--- src/rtl/dm_mem_arbiter.sv ---
// dm_mem_arbiter
//   Shares the single debug-memory slave port between the core's instruction
//   fetch port (read only) and data port (read/write) while the hart executes
//   from debug space. At most one request is accepted per cycle. Memory read
//   data arrives one cycle after the strobe and is steered back to the port
//   that issued it. Each port's last read data is held until its next response.
//
//   Build option: DM_ARB_DATA_PRIO_EN
//     undefined : round-robin between the two ports on a tie
//     defined   : data port always wins a tie (instruction port may starve)
//
//   Ports
//     clk_i, rst_ni                    clock, asynchronous active-low reset
//     i_req_i/i_addr_i                 instruction read request and address
//     i_ready_o                        instruction request accepted this cycle
//     i_rvalid_o/i_rdata_o             instruction read response / held data
//     d_req_i/d_we_i/d_addr_i/
//       d_wdata_i/d_be_i               data request, write enable, addr, data, strobes
//     d_ready_o                        data request accepted this cycle
//     d_rvalid_o/d_rdata_o             data response (read or write) / held data
//     mem_req_o/mem_we_o/mem_addr_o/
//       mem_wdata_o/mem_be_o           debug memory request side
//     mem_rdata_i                      debug memory read data (one cycle latency)
module dm_mem_arbiter #(
    parameter int unsigned BusWidth = 32
) (
    input  logic                  clk_i,
    input  logic                  rst_ni,
    input  logic                  i_req_i,
    input  logic [BusWidth-1:0]   i_addr_i,
    output logic                  i_ready_o,
    output logic                  i_rvalid_o,
    output logic [BusWidth-1:0]   i_rdata_o,
    input  logic                  d_req_i,
    input  logic                  d_we_i,
    input  logic [BusWidth-1:0]   d_addr_i,
    input  logic [BusWidth-1:0]   d_wdata_i,
    input  logic [BusWidth/8-1:0] d_be_i,
    output logic                  d_ready_o,
    output logic                  d_rvalid_o,
    output logic [BusWidth-1:0]   d_rdata_o,
    output logic                  mem_req_o,
    output logic                  mem_we_o,
    output logic [BusWidth-1:0]   mem_addr_o,
    output logic [BusWidth-1:0]   mem_wdata_o,
    output logic [BusWidth/8-1:0] mem_be_o,
    input  logic [BusWidth-1:0]   mem_rdata_i
);

    // RESP means a response is due in the current cycle
    typedef enum logic {
        IDLE = 1'b0,
        RESP = 1'b1
    } state_e;

    state_e                state_q, state_d;
    logic                  resp_owner_q, resp_owner_d;  // 0 = I, 1 = D
    logic                  resp_we_q, resp_we_d;        // pending response is a write
    logic [BusWidth-1:0]   i_hold_q, i_hold_d;
    logic [BusWidth-1:0]   d_hold_q, d_hold_d;
`ifndef DM_ARB_DATA_PRIO_EN
    logic                  last_q, last_d;              // last granted port, 0 = I, 1 = D
`endif

    logic gnt_i, gnt_d;
    logic i_rd_resp, d_rd_resp;

    // Grant selection
    always_comb begin
`ifdef DM_ARB_DATA_PRIO_EN
        gnt_d = d_req_i;
`else
        // on a tie the port that was not granted last wins
        gnt_d = d_req_i & (~i_req_i | ~last_q);
`endif
        gnt_i = i_req_i & ~gnt_d;
    end

    assign i_ready_o = gnt_i;
    assign d_ready_o = gnt_d;
    assign mem_req_o = gnt_i | gnt_d;

    // Memory request mux; idle drives zeros
    always_comb begin
        mem_we_o    = 1'b0;
        mem_addr_o  = '0;
        mem_wdata_o = '0;
        mem_be_o    = '0;
        if (gnt_d) begin
            mem_we_o    = d_we_i;
            mem_addr_o  = d_addr_i;
            mem_wdata_o = d_wdata_i;
            mem_be_o    = d_be_i;
        end else if (gnt_i) begin
            mem_addr_o  = i_addr_i;
            mem_be_o    = '1;
        end
    end

    // Response routing: live data in the response cycle, held data otherwise.
    // Writes pulse d_rvalid_o but never disturb the held read data.
    assign i_rvalid_o = (state_q == RESP) & ~resp_owner_q;
    assign d_rvalid_o = (state_q == RESP) &  resp_owner_q;
    assign i_rd_resp  = i_rvalid_o;
    assign d_rd_resp  = d_rvalid_o & ~resp_we_q;
    assign i_rdata_o  = i_rd_resp ? mem_rdata_i : i_hold_q;
    assign d_rdata_o  = d_rd_resp ? mem_rdata_i : d_hold_q;

    // Next-state; a new grant may coincide with the current response
    always_comb begin
        state_d      = mem_req_o ? RESP : IDLE;
        resp_owner_d = mem_req_o ? gnt_d : resp_owner_q;
        resp_we_d    = gnt_d & d_we_i;
        i_hold_d     = i_rd_resp ? mem_rdata_i : i_hold_q;
        d_hold_d     = d_rd_resp ? mem_rdata_i : d_hold_q;
`ifndef DM_ARB_DATA_PRIO_EN
        last_d       = mem_req_o ? gnt_d : last_q;
`endif
    end

    always_ff @(posedge clk_i or negedge rst_ni) begin
        if (!rst_ni) begin
            state_q      <= IDLE;
            resp_owner_q <= 1'b0;
            resp_we_q    <= 1'b0;
            i_hold_q     <= '0;
            d_hold_q     <= '0;
`ifndef DM_ARB_DATA_PRIO_EN
            last_q       <= 1'b1;
`endif
        end else begin
            state_q      <= state_d;
            resp_owner_q <= resp_owner_d;
            resp_we_q    <= resp_we_d;
            i_hold_q     <= i_hold_d;
            d_hold_q     <= d_hold_d;
`ifndef DM_ARB_DATA_PRIO_EN
            last_q       <= last_d;
`endif
        end
    end

endmodule

--- config.mk ---
export PLATFORM = sky130hd
export DESIGN_NAME = dm_mem_arbiter
export DESIGN_NICKNAME = d
export VERILOG_FILES = /design/src/rtl/dm_mem_arbiter.sv
export SDC_FILE = /design/constraint.sdc
export NUM_CORES = 1
export LEC_CHECK = 0
export BUFFER_PORTS_ARGS = -buffer_cell sky130_fd_sc_hd__buf_2
export CAP_MARGIN = 5
export CORE_MARGIN = 4
export CORE_UTILIZATION = 26
export CTS_CLUSTER_DIAMETER = 150
export DETAILED_ROUTE_END_ITERATION = 8
export HOLD_SLACK_MARGIN = 0.15
export PLACE_DENSITY = 0.58
export SKIP_CTS_REPAIR_TIMING = 1
export SLEW_MARGIN = 15
export SYNTH_ARGS = -nofsm -noshare
export SYNTH_HDL_FRONTEND = slang
export SYNTH_SLANG_ARGS = --single-unit
--- constraint.sdc ---
create_clock -name clk_i -period 1.13 [get_ports clk_i]
set_input_delay 0.0565 -clock clk_i [delete_from_list [all_inputs] [get_ports clk_i]]
set_output_delay 0.0565 -clock clk_i [all_outputs]
set_load 0.03 [all_outputs]
* Word-level counts from Yosys, hierarchy flattened
Index checks and enable logic that the tools add are counted.
Word-level totals: flip-flop bits (word level) 68, input port bits 137, output and inout port bits 138, word-level logic and storage cells 28
Operators by class: muxes and demuxes 9, bitwise logic cells 13
Operators by type and width (count):
- $mux 32 | 5
- $mux 4 | 2
- $and 1x1->1 | 6
- $not 1->1 | 5
- $mux 1 | 2
- $or 1x1->1 | 2

* Longest topological paths before layout
depth after elaboration 7, mapped depth 4

* Worst setup path after synthesis
No wires, ideal clock.
path type flip-flop to flip-flop, from register resp_owner_q, to register i_hold_q[22], arrival time 1.225 ns, required time 0.973 ns, slack -0.252 ns, stages on the path, launching flop included 5, period minus slack after synthesis 1.382 ns, cells stage by stage dfrtp_1 nand2b_1 buf_2 buf_2 mux2_2
On the way: cells in the longest elaborated chain, start to end 3
Ends and longest elaborated chain:
- start: declaration | RTL line 57 | logic resp_owner_q, resp_owner_d;
- start signal: assignment | RTL line 133 | resp_owner_q <= resp_owner_d;
- $not 1->1 | RTL line 102 | assign i_rvalid_o = (state_q == RESP) & ~resp_owner_q;
- $and 1x1->1 | RTL line 102
- $mux 32
- named net i_rdata_o[22] | RTL line 33 | output logic [BusWidth-1:0] i_rdata_o,
- end signal: assignment | RTL line 135 | i_hold_q <= i_hold_d;
- end: declaration | RTL line 59 | logic [BusWidth-1:0] i_hold_q, i_hold_d;
The timed path passes the listed nets, and every way through them passes these cells. A chain may end at the register's enable or synchronous reset.

* Worst setup path after layout
from register state_q, to output port d_rdata_o[27]
On the way: cells in the longest elaborated chain, start to end 3
Ends and longest elaborated chain:
- start: declaration | RTL line 56 | state_e state_q, state_d;
- start signal: assignment | RTL line 132 | state_q <= state_d;
- $and 1x1->1 | RTL line 103 | assign d_rvalid_o = (state_q == RESP) & resp_owner_q;
- $and 1x1->1 | RTL line 105 | assign d_rd_resp = d_rvalid_o & ~resp_we_q;
- $mux 32
- end: declaration | RTL line 41 | output logic [BusWidth-1:0] d_rdata_o,
No other way between the ends.

==> impl_metrics.csv <==
group,metric,value,unit
run_status,outcome,"finished with violations",
run_status,violations,"hold timing, setup timing",
clocking,cts_tree,"done",
worst_hold_path,min_path_cells,2,
timing,worstMarginPinSlew,316,ps
synth,synthesis.nets,372,
power,p_leak,3.74,nW
floorplanning,fp.coreArea,12000,um^2
clocking,clk_latency,330,ps
run,drv_cap,0,
synth,synthFlopType,"dfrtp_1",
setup_path,required,1070,ps
worst_hold_path,hp-class,"input port to flop",
timing,fin_tns_setup,-81750,ps
drt,drt_pass1_iterations,4,
place,dpl.cell_count,648,
drt,drt_iter0_markers,127,
synth,syn_area_per_cell,13.6,um^2
synth,synth.top_cell.area_share,52.5,%
setup_path,startpoint_type,"flop",
setup_path,rr_worst_depth,5,
grt,grt_pass1_vias,3297,
clocking,clockRootBuffer,"clkbuf_16",
floorplanning,io_pins,275,
grt,grt.busiest_layer,"met2",
finish,fillers,932,
synth,synth.most_common_cell,"dfrtp_1",
clocking,numCtsBuffers,9,
clocking,clockBufferDepth,2,
drt,wl_per_cell,21.4,um
grt,antenna_found_initial,0,
setup_path,cp-end-kind,"output port",
setup_path,r2r_slack,-310,ps
floorplanning,die_y,119,um
timing,fmax,574,MHz
place,pre_cts_slack,-304,ps
synth,async_flop_share,100,%
finish,fin_nets,690,
setup_path,cp-endpoint,"d_rdata_o[27]",
grt,grt_use_met3,4.99,%
drt,wirelength,15100,um
place,place_area,5170,um^2
timing,whs,-3.49,ps
setup_path,crit_fanout,8,
clocking,clock_sinks,68,
synth,syn_inst,235,
drt,via_per_inst,4.74,
grt,overflow,0,
finish,fin_area,7030,um^2
drt,drtAntennaViolNets,0,
setup_path,startpoint,"state_q",
synth,ys_seq_area_share,53.3,%
synth,syn_area,3190,um^2
synth,synth_warnings,0,
finish,drive_above_1_share,86.6,%
grt,grt_max_degree,57,
timing,min_period,1740,ps
finish,area_growth,120,%
floorplanning,die_area,14100,um^2
timing,fin_crit_sh,154,%
timing,worst_slack,-612,ps
drt,via_count,3344,
place,port_buffers,274,
setup_path,r2r_end,"d_hold_q[14]",
synth,yosysUniqueCellTypes,17,
place,place_congestion,0.873,
finish,finalNonFillerCells,705,
floorplanning,die_w,119,um
timing,rsz0062_at_grt,"true",
timing,drv_slew,0,
grt,met1_usage,16.7,%
synth,synth_edf_count,0,
synth,synth_common_cells,"dfrtp_1, mux2_2, and2_1",
grt,use_met2,32.4,%
timing,clock-skew-final,6.24,ps
setup_path,reg2reg_from,"state_q",
power,p_per_area,1750,nW/um^2
grt,grt_util_all_layers,16.9,%
setup_path,arrival,1690,ps
place,hpwl,10100,um
timing,max-slew-margin-rel,78.9,%
drt,post-route-drc-count,0,
floorplanning,initial_core_util,26.6,%
grt,grt_first_pass_wirelength,18500,um
timing,finalSetupViolations,202,
clocking,htree_levels,3,
synth,ys_seq_elements,68,
clocking,clk_pin_slew,60,ps
floorplanning,rows,40,
finish,antenna_cells,0,
setup_path,critical_path_class,"flop to output port",
timing,hold_viol,6,
power,vdd.ir_drop.worst,0.731,mV
synth,yosysTopAreaCell,"dfrtp_1",
synth,synthTopCellsByArea,"dfrtp_1, mux2_2, a32o_1, and2_1, buf_6",
per-stage QoR:
step | hold slack, ps | util [%] | total power [W]
6_report | -3.49 | 58.5 | 0.0123
5_1_grt | -10.3 | 58.5 | 0.0128
4_1_cts | -308 | 45.7 | 0.0106
3_5_place_dp | 45.3 | 43.0 | 0.00751
3_3_place_gp | 53.3 | 43.0 | 0.00746
2_1_floorplan | -239 | - | 0.00624
final cells by class:
cell class,count,area [um^2],area share [%]
flip-flops and latches,68,1700,24.2
inverters,2,10.0,0.142
well taps,147,184,2.62
repair buffers,329,3030,43.2
clock inverters,6,87.6,1.25
multi-input cells,143,1770,25.2
clock buffers,10,239,3.40
registers in the layout, summed over array words and instances (netlist names):
signal / count
d_hold_q: 32
resp_owner_q: 1
last_q: 1
resp_we_q: 1
state_q: 1
i_hold_q: 32
worst max-delay path: stages, from the launching register on:
cell	delay, ps
dfrtp_1	410
nand3b_1	120
buf_6	160
clkbuf_16	190
mux2_4	320
buf_6	140
power breakdown:
group / internal, W / switching (W)
Combinational: 0.00314 / 0.00303
Clock: 0.00199 / 0.00102
Sequential: 0.00295 / 0.000162
how the worst min path moves through the flow:
stage	from	endpoint
3_3_place_gp	rst_ni	i_hold_q[0]
2_1_floorplan	rst_ni	d_hold_q[0]
6_report	mem_rdata_i[9]	d_hold_q[9]
4_1_cts	rst_ni	i_hold_q[0]
3_5_place_dp	rst_ni	i_hold_q[0]
5_1_grt	mem_rdata_i[2]	i_hold_q[2]
layer usage:
layer | vias to the layer above | routed length, um
li1 | 1502 | -
met1 | 1656 | 5160
met2 | 168 | 8630
met3 | 18 | 926
met4 | 0 | 348
met5 | - | 0
cell usage in the layout (no fill, tap or decap), drive strengths merged:
| cell type | Yosys | final |
|---|---|---|
| buf | 15 | 317 |
| dfrtp | 67 | 67 |
| mux2 | 64 | 64 |
| and2 | 35 | 35 |
| a32o | 32 | 32 |
| clkbuf | 7 | 20 |
| a22o | 4 | 4 |
| clkinv | 0 | 4 |
| nand2b | 2 | 2 |
| bufinv | 0 | 2 |
| dlygate4sd3 | 0 | 2 |
| inv | 2 | 2 |
| o21ai | 2 | 2 |
| a21boi | 1 | 1 |
| nand3b | 1 | 1 |
| or2 | 1 | 1 |
| nor2 | 1 | 1 |
| dfstp | 1 | 1 |
cells by family after synthesis:
kind of cell | synth area share, %
AOI/OAI and AO/OA | 11.8
and+or+nand+nor | 7.80
buffers and inverters | 4.51
muxes | 22.6
DFF | 53.3
(Power assumes the default switching activity.)
